## config.mk

```make
export PLATFORM = sky130hd
export DESIGN_NAME = k2mm_fifo_src
export DESIGN_NICKNAME = d
export VERILOG_FILES = /design/src/rtl/k2mm_fifo_src.sv
export SDC_FILE = /design/constraint.sdc
export NUM_CORES = 1
export LEC_CHECK = 0
export ABC_AREA = 1
export ABC_CLOCK_PERIOD_IN_PS = 12450
export BUFFER_PORTS_ARGS = -buffer_cell sky130_fd_sc_hd__buf_2
export CAP_MARGIN = 25
export CORE_MARGIN = 2
export CORE_UTILIZATION = 48
export CTS_CLUSTER_SIZE = 10
export DETAILED_ROUTE_END_ITERATION = 6
export GPL_TIMING_DRIVEN = 0
export PLACE_DENSITY = 0.74
export SYNTH_ARGS = -nofsm -noshare
export SYNTH_HDL_FRONTEND = slang
export SYNTH_SLANG_ARGS = --single-unit
```

## constraint.sdc

```tcl
create_clock -name ap_clk -period 12.45 [get_ports ap_clk]
set_input_delay 1.245 -clock ap_clk [delete_from_list [all_inputs] [get_ports ap_clk]]
set_output_delay 1.245 -clock ap_clk [all_outputs]
set_load 0.1 [all_outputs]
```

## src/rtl/k2mm_fifo_src.sv

```systemverilog
// Multi-lane ap_fifo-style source: each lane streams num_words LFSR words to a popping consumer.
// Latency: first word visible one cycle after start; each lane sustains one pop per cycle.
module k2mm_fifo_src #(
  parameter int          LANES  = 8,
  parameter int          DATA_W = 32,
  parameter logic [31:0] SEED   = 32'hACE12468
) (
  input  logic                      ap_clk,
  input  logic                      ap_rst,
  input  logic                      start,
  input  logic [15:0]               num_words,
  output logic [LANES*DATA_W-1:0]   fifo_dout,
  output logic [LANES-1:0]          fifo_empty_n,
  input  logic [LANES-1:0]          fifo_read,
  output logic                      busy,
  output logic                      done,
  output logic [31:0]               checksum
);

  localparam logic [31:0] POLY = 32'h80200003;

  typedef enum logic [1:0] {IDLE, RUN, DONE} state_t;

  state_t      state;
  logic [31:0] lfsr    [LANES];
  logic [15:0] rem     [LANES];
  logic [15:0] rem_nxt [LANES];
  logic [LANES-1:0] pop;
  logic [31:0] pop_xor;
  logic        all_zero;

  function automatic logic [31:0] lfsr_step(input logic [31:0] x);
    return (x >> 1) ^ (x[0] ? POLY : 32'h0);
  endfunction

  // An all-zero seed would lock the LFSR, so it is forced to 1.
  function automatic logic [31:0] lane_seed(input int i);
    logic [31:0] s;
    s = SEED ^ (32'(i + 1) << 24);
    return (s == 32'h0) ? 32'h1 : s;
  endfunction

  for (genvar g = 0; g < LANES; g++) begin : g_lane
    assign fifo_dout[g*DATA_W +: DATA_W] = lfsr[g];
    assign fifo_empty_n[g]               = busy && (rem[g] != 16'h0);
  end

  always_comb begin
    pop      = fifo_read & fifo_empty_n;
    pop_xor  = 32'h0;
    all_zero = 1'b1;
    for (int i = 0; i < LANES; i++) begin
      rem_nxt[i] = rem[i] - {15'h0, pop[i]};
      if (pop[i]) pop_xor = pop_xor ^ lfsr[i];
      if (rem_nxt[i] != 16'h0) all_zero = 1'b0;
    end
  end

  always_ff @(posedge ap_clk or posedge ap_rst) begin
    if (ap_rst) begin
      state    <= IDLE;
      busy     <= 1'b0;
      done     <= 1'b0;
      checksum <= 32'h0;
      for (int i = 0; i < LANES; i++) begin
        lfsr[i] <= 32'h0;
        rem[i]  <= 16'h0;
      end
    end else begin
      case (state)
        IDLE, DONE: begin
          if (start) begin
            checksum <= 32'h0;
            for (int i = 0; i < LANES; i++) begin
              lfsr[i] <= lane_seed(i);
              rem[i]  <= num_words;
            end
            if (num_words == 16'h0) begin
              state <= DONE;
              busy  <= 1'b0;
              done  <= 1'b1;
            end else begin
              state <= RUN;
              busy  <= 1'b1;
              done  <= 1'b0;
            end
          end
        end
        RUN: begin
          checksum <= checksum ^ pop_xor;
          for (int i = 0; i < LANES; i++) begin
            if (pop[i]) begin
              lfsr[i] <= lfsr_step(lfsr[i]);
              rem[i]  <= rem_nxt[i];
            end
          end
          // Leave RUN on the edge that drains the final word so busy covers exactly the streaming cycles.
          if (all_zero) begin
            state <= DONE;
            busy  <= 1'b0;
            done  <= 1'b1;
          end
        end
        default: begin
          state <= IDLE;
          busy  <= 1'b0;
          done  <= 1'b0;
        end
      endcase
    end
  end

endmodule

```

==> results of run 1 <==
cell usage in the layout (no fill, tap or decap), types with 18 or more instances in the layout:
master	n
a21oi_1	46
inv_1	461
o221ai_1	23
ha_1	18
xnor2_1	49
o22ai_1	40
o211ai_1	19
nand3_1	338
dfrtp_1	418
nor3_1	21
nand4_1	29
xor2_1	55
nand2_1	1033
a31oi_1	84
nor2_1	438
buf_2	383
clkbuf_16	50
clkbuf_1	67
o21ai_0	301
nand3b_1	37
cells in the mapped netlist, types with 21 or more instances:
cell type,instances
nor2_1,438
buf_2,59
xor2_1,55
dfrtp_1,418
o21ai_0,301
a31oi_1,84
o22ai_1,40
nand2_1,1033
inv_1,462
nand3b_1,37
xnor2_1,49
nand3_1,338
o221ai_1,23
nor3_1,21
clkbuf_1,56
nand4_1,29
a21oi_1,46
tightest hold or removal path: stages (launching register included):
cell     delay, ns
dfrtp_1       0.35
nand2_1       0.05
o21ai_0       0.06
cell families (layout without fill, tap and decap cells):
family          after synthesis  in the layout  synth area share, %
xor+xnor                    104            104                 3.56
flops                       418            418                 40.9
mux                           5              5                0.196
simple gates               1964           1964                 32.5
compound gates              542            542                 11.9
fa+ha+maj                    18             18                0.881
other cells                   0              1                    0
buf+inv                     625           1040                 10.0
final cells by class:
class	count	area share (%)
tap	688	2.89
buffer	149	2.60
antenna	1	0.00840
sequential	418	35.1
inverter	476	6.02
clock inverter	4	0.130
multi-input combinational	2633	42.1
timing repair buffer	341	6.45
clock buffer	70	4.75
how the worst max path moves through the flow:
| stage | start | to | slack, ns |
|---|---|---|---|
| global placement | ap_rst | fifo_dout[171] | 2.80 |
| finish | state[0] | done | 8.11 |
| global route | state[0] | done | 8.03 |
| floorplan | ap_rst | checksum[0] | 5.57 |
| detailed placement | fifo_read[4] | state[0] | 7.97 |
| CTS | state[0] | done | 8.38 |
metrics by stage:
stage	instance area (um^2)	instances	setup slack, ns	hold WS (ns)
2_1_floorplan	25600	3676	5.57	0.453
3_3_place_gp	28000	4688	2.80	0.472
3_5_place_dp	28300	4703	7.97	0.479
4_1_cts	29800	4777	8.38	0.493
5_1_grt	29800	4779	8.03	0.542
6_report	29800	4780	8.11	0.496
state kept, by name (all words and copies together), names as in the netlist:
register	cells
rem	128
checksum	32
state	1
done	1
fifo_dout	256
layer usage:
metal / wire [um] / global-route usage [%]
met1: 43400 / 54.5
met2: 47100 / 57.5
met3: 18200 / 14.8
met4: 7380 / 23.1
met5: 53 / 0.519
power breakdown:
group          switching, mW  internal (mW)  total, mW
logic                   2.98          0.708       3.69
registers              0.466           1.69       2.16
clock network          0.609          0.779       1.39
==> out/qor.yml, run 1 <==
sta:
  fin_crit_ns: 4.34
  fmax_mhz: 230
  setup_tns_ns: 0
  hold_viol_final: 0
  fin_skew_ns: 0.0211
  relSlewSlack_pct: 19.1
  setup_viol: 0
  rsz0062_at_grt: "false"
  fin_crit_sh_pct: 34.9
  drv_slew: 0
  tightest_slew_ns: 1.21
logic_synthesis:
  yosysTopAreaCellShare_pct: 40.9
  syn_inst: 3676
  ys.flop_type: "dfrtp_1"
  syn-cell-area_um2: 25600
  ys_seq_area_share_pct: 40.9
  yosys_warnings: 0
  ys_ff_latch: 418
  syn_nets: 3721
  synth.distinct_cells: 48
  synthArstFlopShare_pct: 100
  yosys-top-cells-area: "dfrtp_1, nand2_1, inv_1"
  synth-edff-count: 0
  avgSynthCellArea_um2: 6.95
  synth_top_cell_by_area: "dfrtp_1"
final_layout:
  final_core_util_pct: 56.7
  fill_cells: 5169
  multi_input_area_um2: 12500
  register_area_um2: 10500
  drive_gt1_share_pct: 13.3
  area_delta_synth_final_pct: 16.6
  layout.nets: 4114
cts:
  clk_latency_ns: 0.62
  cts_buffers: 50
  numClockSinks: 418
  hold_buffers: 0
  cts_resized: 0
  root_buffer: "clkbuf_16"
  post_cts_buffers: 0
  cts_tree: "built"
  clkTransAtPathRegs_ns: 0.06
  clk_path_buf_depth: 3
  htreeDepth: 2
setup_path:
  cp.arrival_ns: 4.90
  critPathLaunchType: "flop"
  cp.required_ns: 13.00
  r2r_cells: 21
  crit_chain: "buf_2, nand2_1, nor2_2, buf_6, buf_6, ha_1, ha_1, nand2_1, nand2_1, nand2_1, nor2_1, nand2_1, nor2_1, nand2_1, nor2_1, nand2_1, nor2_1, nand3_1, o21bai_1, nand2_1, nand2_1"
  rr_startpoint: "state[0]"
  path_max_fanout: 10
  crit_cells: 21
  crit_path_max_incr_delay_ns: 0.40
  crit_family: "simple AND/OR/NAND/NOR gates"
  critPathKind: "flop to flop"
  crit_path_end_kind: "flop"
  r2r_end: "done"
  crit_path_frequent_cell: "nand2_1"
  cp_slowest_cell: "buf_2"
  crit_buf_inv: 3
  reg2reg_slack_ns: 8.11
global_route:
  grt_start_max_net_pins: 41
  grt_pass1_vias: 25908
  grt-ovfl-total: 0
  grt_antenna_before_repair: 1
  gr-usage-all-layers_pct: 41.0
  grt_pass1_wl_um: 168000
floorplanning:
  start_util_pct: 48.6
  die_x_um: 235
  die_area_um2: 55100
  core_area_um2: 52600
  core.rowCount: 84
  die_h_um: 235
  ios: 325
drt:
  vias: 28534
  drc: 0
  antenna_left: 0
  drtPass1Iterations: 6
  viasPerCell: 5.97
  wl_um: 116000
  wl_per_cell_um: 24.3
  drt_iter0_drc: 3872
pwr:
  p_per_area_nw_per_um2: 243
  finalPower_mw: 7.23
  ir_worst_vdd_v: 0.000229
  p_leak_nw: 15.2
placed_design:
  gp_congestion: 1.04
  portBuffers: 324
  hpwl_um: 89900
hold_path:
  hold_class: "flop to flop"
  min_from: "rem[79]"
  hold_path_depth: 2
  hold_end: "rem[79]"
run:
  cap_violations: 0
status:
  status: "completed"
Power figures use the tool's default switching activity.
==> run 2, diff against run 1 <==
Settings changed: ABC_AREA 1 to 0, ABC_CLOCK_PERIOD_IN_PS 12450 to 3850.
Clock period 12.45 ns to 3.85 ns, I/O delays scaled along.
==> out/qor.yml, run 2 <==
setup_path:
  r2r_cells: 13  # -38%
  path_max_fanout: 3  # -7
  cp.required_ns: 4.30  # -8.70 ns
  reg2reg_slack_ns: -0.58  # -8.69 ns
  critPathKind: "flop to flop"
  critPathLaunchType: "flop"
  cp.arrival_ns: 4.88  # -0.02 ns
  r2r_end: "state[0]"
  rr_startpoint: "rem[102]"
  crit_path_end_kind: "flop"
logic_synthesis:
  syn_nets: 2974  # -20%
  synth-edff-count: 0  # unchanged
  ys_ff_latch: 418  # unchanged
  synthArstFlopShare_pct: 100  # unchanged
  yosys-top-cells-area: "dfrtp_1, nand2_1, xnor2_1"
  synth_most_common_cell: "nand2_1"
  synth_common_cells: "nand2_1, dfrtp_1, nand3_1"
  ys_seq_area_share_pct: 43.1  # +2.2 points
  yosys_warnings: 0  # unchanged
  synth.distinct_cells: 65  # +35%
  syn-cell-area_um2: 24200  # -5.1%
  syn_inst: 2929  # -20%
  ys.flop_type: "dfrtp_1"
  avgSynthCellArea_um2: 8.28  # +19%
  synth_top_cell_by_area: "dfrtp_1"
  yosysTopAreaCellShare_pct: 43.1  # +2.2 points
sta:
  layout_setup_ws_ns: -0.580  # -8.69 ns
  relSlewSlack_pct: 19.9  # +0.84 points
  rsz0062_at_grt: "true"
  drv_slew: 0  # unchanged
  tightest_slew_ns: 1.20  # -0.0126 ns
  hold_viol_final: 0  # unchanged
  fin_crit_sh_pct: 115  # +80 points
  setup_viol: 2  # +2
  fin_crit_ns: 4.43  # +0.0884 ns
  fin_skew_ns: 0.0385  # +0.0174 ns
  fmax_mhz: 226  # -2.0%
  setup_tns_ns: -1.15  # -1.15 ns
hold_path:
  hold_end: "rem[51]"
  hold_path_depth: 3  # +1
  hold_class: "input port to flop"
  min_from: "num_words[3]"
final_layout:
  area_delta_synth_final_pct: 21.0
  final_core_util_pct: 58.7  # +2.0 points
  fin_area_um2: 29300  # -1.5%
  layout.nets: 3391  # -18%
  drive_gt1_share_pct: 18.0  # +4.7 points
  final_cell_mix: "nand2_1, dfrtp_1, buf_2"
  largest_reg_flops: 256  # unchanged
  layout_commonest_cell: "nand2_1"
  instances_no_fill: 4034  # -16%
drt:
  wl_um: 104000  # -10%
  drt_iter0_drc: 3834  # -0.98%
  drc: 0  # unchanged
  viasPerCell: 6.27  # +5.1%
  wl_per_cell_um: 25.8  # +6.2%
  vias: 25309  # -11%
  antenna_left: 0  # unchanged
  drtPass1Iterations: 6  # unchanged
cts:
  root_buffer: "clkbuf_16"
  clk_path_buf_depth: 3  # unchanged
  cts_tree: "built"
  numClockSinks: 418  # unchanged
  htreeDepth: 2  # unchanged
  clk_latency_ns: 0.62  # about the same
  cts_buffers: 49  # -2.0%
  clkTransAtPathRegs_ns: 0.06  # about the same
global_route:
  grt_antenna_before_repair: 4  # +3
  grt_start_max_net_pins: 43  # +4.9%
  grt-ovfl-total: 0  # unchanged
  grt_pass1_vias: 23067  # -11%
  grt_pass1_wl_um: 152000  # -9.3%
  gr-usage-all-layers_pct: 38.9  # -2.0 points
floorplanning:
  ios: 325  # unchanged
  die_h_um: 229  # -2.6%
  core_area_um2: 50000  # -4.9%
  die_x_um: 229  # -2.6%
  die_area_um2: 52300  # -5.0%
  start_util_pct: 48.5  # -0.11 points
  core.rowCount: 82  # -2.4%
pwr:
  ir_worst_vdd_v: 0.00148  # +550%
  p_per_area_nw_per_um2: 1040  # +330%
  p_leak_nw: 13.3  # -12%
placed_design:
  portBuffers: 324  # unchanged
  gp_congestion: 1.02  # -1.8%
  dp_cells: 3944  # -16%
  dp_slack_ns: -2.30  # -10.27 ns
  hpwl_um: 78200  # -13%
  placed_area_um2: 27000  # -4.5%
status:
  failed_checks: "setup timing"
  status: "finished, violations left"
run:
  cap_violations: 0  # unchanged
run 2: changes by cell type in the layout (fill, tap and decap cells not counted), sizes merged, moves of 34 or more:
cell,delta
inv,-441
nand2,-262
nor2,-227
o21ai,-195
xnor2,+122
nand3,-109
clkbuf,+95
a21oi,+75
o22a,+55
nor3,+50
xor2,+43
nor4,+34
run 2: layer usage:
layer / part of all wire [%] / global-route usage, % / vias to the layer above
met1: 38 / 52.9 / 12278
met5: 0.020 / 0 / -
met3: 14 / 12.1 / 423
li1: - / - / 10730
met2: 41 / 55.5 / 1874
met4: 6.9 / 21.0 / 4
run 2: per-stage QoR:
step                      hold slack [ns]  total power [mW]
after floorplan                     0.489              21.3
after global placement              0.476              25.2
after detailed placement            0.453              25.4
after CTS                           0.144              30.0
after global routing                0.168              31.6
final                               0.152              30.6
run 2: cell type report:
class,count,area (um^2)
Tap cell,672,841
Clock inverter,5,104
Inverter,35,139
Fill cell,4456,20600
Sequential cell,418,10500
Clock buffer,59,1310
Antenna cell,3,7.51
Timing Repair Buffer,393,2340
Multi-Input combinational cell,2268,13300
Buffer,181,781
run 2: repair_timing:
| item | 4_1_cts | 5_1_grt |
|---|---|---|
| hold endpoints to repair | 16 | 0 |
| buffers inserted | 31 | 17 |
| pin swaps | 24 | 22 |
| endpoints found under the setup margin | 115 | 6 |
| hold buffers | 1 | 0 |
| resized for setup | 91 | 57 |
run 2: worst max-delay path by stage:
stage	slack, ns	to	cells past startpoint	from
2_1_floorplan	-2.17	checksum[0]	1	ap_rst
3_3_place_gp	-4.98	fifo_dout[72]	2	ap_rst
3_5_place_dp	-2.30	state[0]	15	state[0]
4_1_cts	-0.55	done	16	rem[103]
5_1_grt	-0.63	done	15	rem[65]
6_report	-0.58	state[0]	13	rem[102]
run 2: cell families after synthesis:
| group | synth area share, % |
|---|---|
| xor gates and xnor gates | 13.1 |
| and+or+nand+nor | 27.5 |
| adders and majority gates | 0.929 |
| DFF | 43.1 |
| muxes | 0.124 |
| buffers and inverters | 3.98 |
| AOI/OAI and AO/OA | 11.3 |
run 2: critical path, cell delays in order (launching register included):
cell and delay, ns:
dfrtp_1 0.39, or4_4 0.56, or3_4 0.36, o21ba_4 0.25
ha_4 0.17, ha_4 0.18, xnor2_4 0.15, o2111ai_2 0.13
or4_1 0.55, or4_4 0.58, nor4_2 0.26, and4_1 0.22
nand4_1 0.21, o2bb2ai_1 0.24
run 2: where the power goes:
| group | switching (mW) | internal, mW |
|---|---|---|
| Combinational | 13.1 | 4.25 |
| Sequential | 2.71 | 6.14 |
| Clock | 1.93 | 2.45 |
